<file path="src/rtl/spi_config_master_if.sv">
// Command handshake between a write-command producer and spi_config_master.
// The producer drives {cmd_addr, cmd_data} with cmd_valid; the controller answers with cmd_ready.
interface spi_config_master_if;
    logic       cmd_valid;
    logic       cmd_ready;
    logic [6:0] cmd_addr;
    logic [7:0] cmd_data;

    modport master (output cmd_valid, output cmd_addr, output cmd_data, input cmd_ready);
    modport slave  (input cmd_valid, input cmd_addr, input cmd_data, output cmd_ready);
endinterface

</file>
<file path="src/rtl/spi_config_master.sv">
// SPI mode-0 write master: buffers 16-bit register-write frames in a small FIFO and
// shifts them out MSB first with programmable ncs setup/hold, sclk half-period and idle gap.
module spi_config_master #(
    parameter int CLK_DIV    = 4,
    parameter int FIFO_DEPTH = 4,
    parameter int CS_SETUP   = 2,
    parameter int CS_HOLD    = 2,
    parameter int IDLE_GAP   = 4
) (
    input  logic                          clk,
    input  logic                          rst_n,
    spi_config_master_if.slave            cmd,
    output logic                          busy,
    output logic                          done,
    output logic [$clog2(FIFO_DEPTH):0]   fifo_level,
    output logic                          ncs,
    output logic                          sclk,
    output logic                          copi
);
    localparam int AW    = $clog2(FIFO_DEPTH);
    localparam int MAX_A = (CLK_DIV > CS_SETUP) ? CLK_DIV : CS_SETUP;
    localparam int MAX_B = (CS_HOLD > IDLE_GAP) ? CS_HOLD : IDLE_GAP;
    localparam int MAXC  = (MAX_A > MAX_B) ? MAX_A : MAX_B;
    localparam int CNT_W = $clog2(MAXC + 1);

    localparam logic [CNT_W-1:0] DIV_LAST   = CNT_W'(CLK_DIV - 1);
    localparam logic [CNT_W-1:0] SETUP_LAST = CNT_W'(CS_SETUP - 1);
    localparam logic [CNT_W-1:0] HOLD_LAST  = CNT_W'(CS_HOLD - 1);
    localparam logic [CNT_W-1:0] GAP_LAST   = CNT_W'(IDLE_GAP - 1);
    localparam logic [AW:0]      FULL_LVL   = (AW + 1)'(FIFO_DEPTH);

    typedef enum logic [2:0] {IDLE, SETUP, SHIFT, HOLD, GAP} state_t;

    state_t           state, state_nxt;
    logic [CNT_W-1:0] cnt, cnt_nxt;
    logic             phase, phase_nxt;
    logic [3:0]       bit_cnt, bit_cnt_nxt;
    logic             load, shift_en;

    logic [14:0]      fifo_mem [FIFO_DEPTH];
    logic [AW-1:0]    wr_ptr, rd_ptr;
    logic [AW:0]      level, level_nxt;
    logic             push, pop;
    logic [15:0]      shreg;

    assign push       = cmd.cmd_valid && cmd.cmd_ready;
    assign pop        = load;
    assign level_nxt  = level + {{AW{1'b0}}, push} - {{AW{1'b0}}, pop};
    assign fifo_level = level;

    always_ff @(posedge clk) begin
        if (push) begin
            fifo_mem[wr_ptr] <= {cmd.cmd_addr, cmd.cmd_data};
        end
    end

    always_ff @(posedge clk or negedge rst_n) begin
        if (!rst_n) begin
            wr_ptr <= '0;
            rd_ptr <= '0;
            level  <= '0;
        end else begin
            if (push) wr_ptr <= wr_ptr + AW'(1);
            if (pop)  rd_ptr <= rd_ptr + AW'(1);
            level <= level_nxt;
        end
    end

    // Frame shift register: write bit and address/data, consumed MSB first on each sclk fall.
    always_ff @(posedge clk) begin
        if (load) begin
            shreg <= {1'b1, fifo_mem[rd_ptr]};
        end else if (shift_en) begin
            shreg <= {shreg[14:0], 1'b0};
        end
    end

    always_ff @(posedge clk or negedge rst_n) begin
        if (!rst_n) begin
            state   <= IDLE;
            cnt     <= '0;
            phase   <= 1'b0;
            bit_cnt <= '0;
        end else begin
            state   <= state_nxt;
            cnt     <= cnt_nxt;
            phase   <= phase_nxt;
            bit_cnt <= bit_cnt_nxt;
        end
    end

    always_comb begin
        state_nxt   = state;
        cnt_nxt     = cnt + CNT_W'(1);
        phase_nxt   = phase;
        bit_cnt_nxt = bit_cnt;
        load        = 1'b0;
        shift_en    = 1'b0;
        case (state)
            IDLE: begin
                cnt_nxt = '0;
                if (level != '0) begin
                    load      = 1'b1;
                    state_nxt = SETUP;
                end
            end
            SETUP: begin
                if (cnt == SETUP_LAST) begin
                    cnt_nxt     = '0;
                    phase_nxt   = 1'b0;
                    bit_cnt_nxt = '0;
                    state_nxt   = SHIFT;
                end
            end
            SHIFT: begin
                if (cnt == DIV_LAST) begin
                    cnt_nxt = '0;
                    if (!phase) begin
                        phase_nxt = 1'b1;
                    end else if (bit_cnt == 4'd15) begin
                        phase_nxt = 1'b0;
                        state_nxt = HOLD;
                    end else begin
                        phase_nxt   = 1'b0;
                        bit_cnt_nxt = bit_cnt + 4'd1;
                        shift_en    = 1'b1;
                    end
                end
            end
            HOLD: begin
                if (cnt == HOLD_LAST) begin
                    cnt_nxt   = '0;
                    state_nxt = GAP;
                end
            end
            GAP: begin
                if (cnt == GAP_LAST) begin
                    cnt_nxt = '0;
                    if (level != '0) begin
                        load      = 1'b1;
                        state_nxt = SETUP;
                    end else begin
                        state_nxt = IDLE;
                    end
                end
            end
            default: begin
                cnt_nxt   = '0;
                state_nxt = IDLE;
            end
        endcase
    end

    // Every pin is a flop decoded from the current state, so pins trail the state by one
    // cycle uniformly; this keeps all phase lengths exact and the pins glitch-free.
    always_ff @(posedge clk or negedge rst_n) begin
        if (!rst_n) begin
            ncs           <= 1'b1;
            sclk          <= 1'b0;
            copi          <= 1'b0;
            done          <= 1'b0;
            busy          <= 1'b0;
            cmd.cmd_ready <= 1'b1;
        end else begin
            ncs           <= !((state == SETUP) || (state == SHIFT) || (state == HOLD));
            sclk          <= (state == SHIFT) && phase;
            copi          <= (state == IDLE) ? 1'b0 : shreg[15];
            done          <= (state == GAP) && (cnt == '0);
            busy          <= (state != IDLE) || (level != '0);
            cmd.cmd_ready <= (level_nxt != FULL_LVL);
        end
    end
endmodule

</file>
<file path="src/flat_wrapper.sv">
// flat-port wrapper written by rule: the top's interface ports become plain ports
module spi_config_master_flat 
#(
    parameter int CLK_DIV    = 4,
    parameter int FIFO_DEPTH = 4,
    parameter int CS_SETUP   = 2,
    parameter int CS_HOLD    = 2,
    parameter int IDLE_GAP   = 4
)
  (clk, rst_n, busy, done, fifo_level, ncs, sclk, copi, cmd_cmd_valid, cmd_cmd_addr, cmd_cmd_data, cmd_cmd_ready);
  spi_config_master_if cmd_i ();
  input  logic clk;
  input  logic rst_n;
  output logic busy;
  output logic done;
  output logic [$clog2(FIFO_DEPTH):0] fifo_level;
  output logic ncs;
  output logic sclk;
  output logic copi;
  input wire logic [$bits(cmd_i.cmd_valid)-1:0] cmd_cmd_valid;
  input wire logic [$bits(cmd_i.cmd_addr)-1:0] cmd_cmd_addr;
  input wire logic [$bits(cmd_i.cmd_data)-1:0] cmd_cmd_data;
  output wire logic [$bits(cmd_i.cmd_ready)-1:0] cmd_cmd_ready;
  assign cmd_i.cmd_valid = cmd_cmd_valid;
  assign cmd_i.cmd_addr = cmd_cmd_addr;
  assign cmd_i.cmd_data = cmd_cmd_data;
  assign cmd_cmd_ready = cmd_i.cmd_ready;
  spi_config_master #(.CLK_DIV(CLK_DIV), .FIFO_DEPTH(FIFO_DEPTH), .CS_SETUP(CS_SETUP), .CS_HOLD(CS_HOLD), .IDLE_GAP(IDLE_GAP)) u_core (.clk(clk), .rst_n(rst_n), .cmd(cmd_i), .busy(busy), .done(done), .fifo_level(fifo_level), .ncs(ncs), .sclk(sclk), .copi(copi));
endmodule
</file>
<file path="config.mk">
export PLATFORM = sky130hd
export DESIGN_NAME = spi_config_master_flat
export DESIGN_NICKNAME = d
export VERILOG_FILES = /design/src/rtl/spi_config_master_if.sv /design/src/rtl/spi_config_master.sv /design/src/flat_wrapper.sv
export SDC_FILE = /design/constraint.sdc
export NUM_CORES = 1
export LEC_CHECK = 0
export CORE_AREA = 2 2 114 72
export DETAILED_ROUTE_END_ITERATION = 6
export DIE_AREA = 0 0 116 74
export DONT_BUFFER_PORTS = 1
export PLACE_DENSITY_LB_ADDON = 0.1
export SETUP_SLACK_MARGIN = 0.3
export SYNTH_ARGS = -nofsm -noshare
export SYNTH_HDL_FRONTEND = slang
export SYNTH_SLANG_ARGS = --single-unit
</file>
<file path="constraint.sdc">
create_clock -name clk -period 2.2 [get_ports clk]
set_input_delay 0.66 -clock clk [delete_from_list [all_inputs] [get_ports clk]]
set_output_delay 0.66 -clock clk [all_outputs]
set_load 0.005 [all_outputs]
</file>
Word-level counts from Yosys, hierarchy flattened
Memory sizes are Yosys's and may differ from the RTL's.
Cells that the tools add are included.
{"block": "totals", "ff_bits": 40, "mem_bits_rw": 60, "input_bits": 18, "out_inout_bits": 9, "wordCells": 89, "memories": 1}
{"name": "u_core.fifo_mem", "words": 4, "word_bits": 15, "read_ports": 1, "rd_ports_with_merged_regs": 0, "wr": 1, "line_no": "spi_config_master.sv:40", "rtl": "logic [14:0] fifo_mem [FIFO_DEPTH];"}
{"block": "op_classes", "addsub": 6, "eq_ne": 16, "n_mux": 33, "reduce_logical": 18}
{"operator": "$mux 15", "n": 2}
{"operator": "$mux 3", "n": 9}
{"operator": "$mux 4", "n": 4}
{"operator": "$pmux 3 s5", "n": 1}
{"operator": "$ne 2x1->1 const B", "n": 7}
{"operator": "$mux 1", "n": 13}
{"operator": "$eq 3x2->1 const B", "n": 3}
{"operator": "$pmux 4 s2", "n": 1}
{"operator": "$reduce_and 7->1", "n": 1}
{"operator": "$eq 3x1->1 const B", "n": 2}
{"operator": "$logic_not 3->1", "n": 2}
{"operator": "$pmux 3 s2", "n": 1}
{"operator": "$reduce_bool 3->1", "n": 2}
{"operator": "$reduce_and 5->1", "n": 1}
{"operator": "$add 2x1->2 const B", "n": 2}
{"operator": "$add 4x1->4 const B", "n": 1}
{"operator": "$eq 4x4->1 const B", "n": 1}
{"operator": "$pmux 1 s2", "n": 2}
{"operator": "$reduce_bool 2->1", "n": 2}
{"operator": "$reduce_or 2->1", "n": 2}
{"operator": "$add 3x1->3", "n": 1}
{"operator": "$add 3x1->3 const B", "n": 1}
{"operator": "$eq 3x3->1 const B", "n": 1}
{"operator": "$logic_and 1x1->1", "n": 3}
{"operator": "other kinds (6)", "n": 8}

Longest topological paths before layout
{"block": "depth", "ltp_word": 7, "ltp_mapped": 10}

Worst setup path after synthesis
No wires, ideal clock.
{"block": "synth_timing", "path_kind": "register to register", "from": "register u_core.cnt[0]", "to": "register u_core.cmd.cmd_ready", "setup_time_ps": 83, "arrival_ps": 2144, "required_time_ps": 2117, "slack_ps": -26, "stages_incl_launch_ff": 11, "path_cell_list": "dfrtp_1 ha_1 ha_1 nor2b_1 nor3_2 nand2b_1 nand2_1 ha_1 fa_1 xnor2_1 nand2_1"}
{"block": "synth_via", "elab_chain_len": 5}
{"item": "from (decl)", "line_no": "spi_config_master.sv:35", "rtl": "logic [CNT_W-1:0] cnt, cnt_nxt;"}
{"item": "from (signal assigned)", "line_no": "spi_config_master.sv:86", "rtl": "cnt <= cnt_nxt;"}
{"item": "$eq 3x2->1", "line_no": "spi_config_master.sv:137", "rtl": "if (cnt == GAP_LAST) begin"}
{"item": "$mux 1", "line_no": "spi_config_master.sv:137"}
{"item": "$pmux 1 s2", "line_no": "spi_config_master.sv:99", "rtl": "case (state)"}
{"item": "$sub 3x1->3", "line_no": "spi_config_master.sv:48", "rtl": "assign level_nxt = level + {{AW{1'b0}}, push} - {{AW{1'b0}}, pop};"}
{"item": "named net u_core.level_nxt[2]", "line_no": "spi_config_master.sv:42", "rtl": "logic [AW:0] level, level_nxt;"}
{"item": "$ne 3x3->1", "line_no": "spi_config_master.sv:170", "rtl": "cmd.cmd_ready <= (level_nxt != FULL_LVL);"}
{"item": "to (signal assigned)", "line_no": "spi_config_master.sv:170"}
{"item": "to (decl)", "line_no": "spi_config_master_if.sv:10", "rtl": "modport slave (input cmd_valid, input cmd_addr, input cmd_data, output cmd_ready);"}
The timed path passes the listed nets, and every way through them passes these cells.
A chain may end at the register's enable or synchronous reset.

Worst setup path after layout
{"block": "layout_timing", "from": "register u_core.cnt[1]", "to": "register u_core.cmd.cmd_ready"}
Same word-level chain as after synthesis.

==> results by group <==
Placed design
  • Input/output buffers: 0
  • Placed cell count: roughly 380
  • Final HPWL DP: 4430 µm
  • Cell Area, Placed: 0.00436 mm²
  • Routability congestion estimate: about 0.78

Worst setup path
  • Reg2reg path depth: 10
  • CP Cell Sequence: ha_2 > ha_4 > nor2b_4 > nor3_4 > nand2b_1 > nand2_1 > ha_2 > fa_2 > nor2_1 > nand2_1
  • Setup CP Type: flop to flop
  • Top cell family by delay on the critical path: adder cells
  • Critical Path Fanout Max: 4
  • Crit path DAT: between 2 and 2.5 ns
  • Worst stage delay on the critical path: between 0.5 and 0.6 ns
  • Slowest CP cell: fa_2
  • CP Capture Type: flop
  • WP buf/inv: 0
  • CP Depth: 10
  • Worst setup SP type: flop
  • Required time worst endpoint: 2.48 ns

Drt
  • 1st-pass router iterations: 4
  • Starting DRT DRC Count: about 160
  • Vias per Instance: 5.30
  • Vias: around 2200
  • Post-Route WL: between 7000 and 8000 µm
  • DR DRC count: 0
  • Antenna viol nets, final: 0
  • Avg WL per Cell: around 17 µm

Synth
  • Mapped Cells: around 270
  • Top post-synthesis cells by area: edfxtp_1 54%, dfrtp_1 13%, mux4_2 8.2%, nand2_1 5.2%, ha_1 3.3%
  • Mean Syn Cell Area: roughly 15 µm²
  • Synthesis-stage register bit count: 100
  • Ys async rst share: 0.240
  • Post-synth top area share: 0.545
  • Post-Syn Nets: about 300
  • Post-Syn Area: ~0.0041 mm²
  • Post-synth top flop: edfxtp_1
  • Seq/Total Area, Yosys: 0.695
  • Synthesis Warnings: 0
  • Count of different cell masters after synthesis: 42
  • Yosys top cell by area: edfxtp_1
  • EDFF count, synth: 75

Layout
  • Nets: between 300 and 400
  • Commonest cells after routing, fill and taps aside: 75 x edfxtp_1, 56 x nand2_1, 22 x dfrtp_1
  • Share of cells above drive strength 1: 0.204
  • Fin area: 0.00474 mm²
  • Ant. Diodes: 0
  • Layout Area Growth over Synthesis: 14.7%
  • Most common cell after layout, fill and taps aside: edfxtp_1
  • Non-Filler Instances: between 400 and 500
  • Fill cell count: between 500 and 600

STA
  • Tmin final: 1.98 ns
  • Final Cycle Share: 0.900
  • Hold Vio Cnt, Final: 0
  • # setup viols final: 0
  • Post-route setup TNS: 0 ns
  • Slew at the pin closest to its max-slew limit: 0.586 ns
  • Slew HR: 0.608
  • Slew Limit Fails: 0
  • Skew final: just over 0.007 ns
  • Fmax: around 0.51 GHz
  • RSZ-0062 raised after global routing: true

Power and ir drop
  • Pwr per Cell Area: between 900 and 1000 mW/mm²
  • Cell Int Power: around 3.4 mW
  • Sw Share: 0.227
  • Leak pwr: around 1.8 nW
  • Total Power: around 4.5 mW
  • Logic pwr share: 0.114
  • Sequential share of power: 0.541
  • Clk pwr share: 0.345
  • Peak VDD IR: ~670 µV
  • Net load switching power: around 1.0 mW

Global route
  • Initial antenna violation count: 0
  • Largest net degree at the start of global routing: 17
  • GR Util All Layers: 0.185
  • Vias in the first global route: between 2000 and 2500
  • Gr ovfl total: 0
  • First-pass GRT wire length: approximately 11000 µm

Die
  • Top Ports: 27
  • CORE AREA: around 0.0076 mm²
  • Initial Utilization: 0.546
  • Chip Width: roughly 120 µm
  • DIE HEIGHT: roughly 74 µm
  • Die area: approximately 0.0086 mm²
  • Cell row count: 25

CTS
  • H-tree levels: 3
  • Clock buffer depth: 2
  • CTS buffer count: 9
  • Sink Count: 100
  • Clk_lat worst skew: between 0.3 and 0.4 ns
  • Worst-path clk slew: about 0.060 ns
  • TritonCTS clock tree: yes
  • Clk Tree Root Cell: clkbuf_16

Flow run
  • Max-cap check violation count: 0

Status
  • Status: completed

Min path
  • HP Class: input pin to async pin
-- power by group through the flow --
stage	combinational, mW	clock [mW]	sequential, mW
global route	0.573	1.66	2.43
floorplan	0.351	0	2.42
CTS	0.522	1.57	2.41
detailed placement	0.497	0	2.45
finish	0.509	1.53	2.41
global placement	0.494	0	2.45
-- cell usage after synthesis (3+ instances only) --
master and count:
a21oi_1 4, and3_1 4, buf_2 4, buf_4 3, dfrtp_1 22, edfxtp_1 75
ha_1 11, inv_1 11, mux4_2 15, nand2_1 57, nand2b_1 5, nand3_1 3
nand4_1 3, nor2_1 5, nor2b_1 7, nor3_1 4, o21ai_0 6, xnor2_1 4
-- metrics by stage --
step | setup slack, ns | utilization | hold WS (ns)
after floorplan | 0.188 | - | 0.364
after global placement | 0.161 | 0.576 | 0.365
after detailed placement | 0.118 | 0.576 | 0.365
after CTS | 0.218 | 0.623 | 0.146
after global routing | 0.146 | 0.626 | 0.132
final | 0.220 | 0.626 | 0.162
-- worst register-to-register path, stage by stage, from the launching register on --
cell	delay, ns
dfrtp_1	0.38
ha_2	0.21
ha_4	0.17
nor2b_4	0.18
nor3_4	0.05
nand2b_1	0.08
nand2_1	0.06
ha_2	0.17
fa_2	0.53
nor2_1	0.04
nand2_1	0.05
-- path summary, 6_finish.rpt --
check	start	to	slack, ns
worst max-delay path	u_core.cnt[1]$_DFF_PN0_	u_core.cmd.cmd_ready$_DFF_PN1_	0.22
worst min-delay path	rst_n	u_core.cmd.cmd_ready$_DFF_PN1_	0.16
worst max register to register	u_core.cnt[1]$_DFF_PN0_	u_core.cmd.cmd_ready$_DFF_PN1_	0.22
worst min register to register	u_core.shreg[15]$_SDFFE_PP1P_	u_core.shreg[15]$_SDFFE_PP1P_	0.48
max in group asynchronous	rst_n	u_core.rd_ptr[0]$_DFFE_PN0P_	1.06
min in group clk	cmd_cmd_data[5]	u_core.fifo_mem[1][5]$_DFFE_PP_	0.42
-- layer usage --
metal / vias up / global-route usage / share of wire / wire [µm]
met5: - / 0 / 0 / 0
met4: 0 / 0.0317 / 0.0027 / 19
met3: 2 / 0.0896 / 0.047 / 332
met2: 41 / 0.259 / 0.44 / 3110
met1: 1080 / 0.270 / 0.51 / 3610
li1: 1034 / - / - / -
-- sequential cells by signal (all words and copies together), names as in the netlist --
signal / count
u_core.rd_ptr: 2
u_core.wr_ptr: 2
u_core.cnt: 3
u_core.shreg: 16
u_core.bit_cnt: 4
u_core.phase: 1
u_core.cmd.cmd_ready: 1
u_core.ncs: 1
u_core.copi: 1
u_core.done: 1
u_core.sclk: 1
u_core.state: 3
u_core.fifo_level: 3
u_core.busy: 1
u_core.fifo_mem: 60
-- what timing repair did --
action | in CTS | in global routing
hold buffers | 4 | 0
endpoints found under the setup margin | 11 | 6
pin swaps | 2 | 1
buffers inserted | 3 | 2
endpoints found under the hold margin | 11 | 0
resized for setup | 0 | 3
-- area by class of cell --
type | count | area, µm² | area share
tap | 108 | 135 | 0.0285
timing repair buffer | 22 | 188 | 0.0396
inverter | 11 | 41.3 | 0.00871
sequential | 100 | 2880 | 0.606
clock buffer | 12 | 246 | 0.0520
clock inverter | 4 | 48.8 | 0.0103
multi-input combinational | 150 | 1210 | 0.255
-- kinds of logic (layout without fill, tap and decap cells) --
group,Yosys count,after routing,share of synthesized area
compound gates,21,21,0.0327
simple gates,95,95,0.110
xor+xnor,5,5,0.0106
flops,100,100,0.695
fa+ha+maj,12,12,0.0381
buf+inv,21,49,0.0266
mux,17,17,0.0865
No activity file was read; power rests on OpenSTA's default activity.
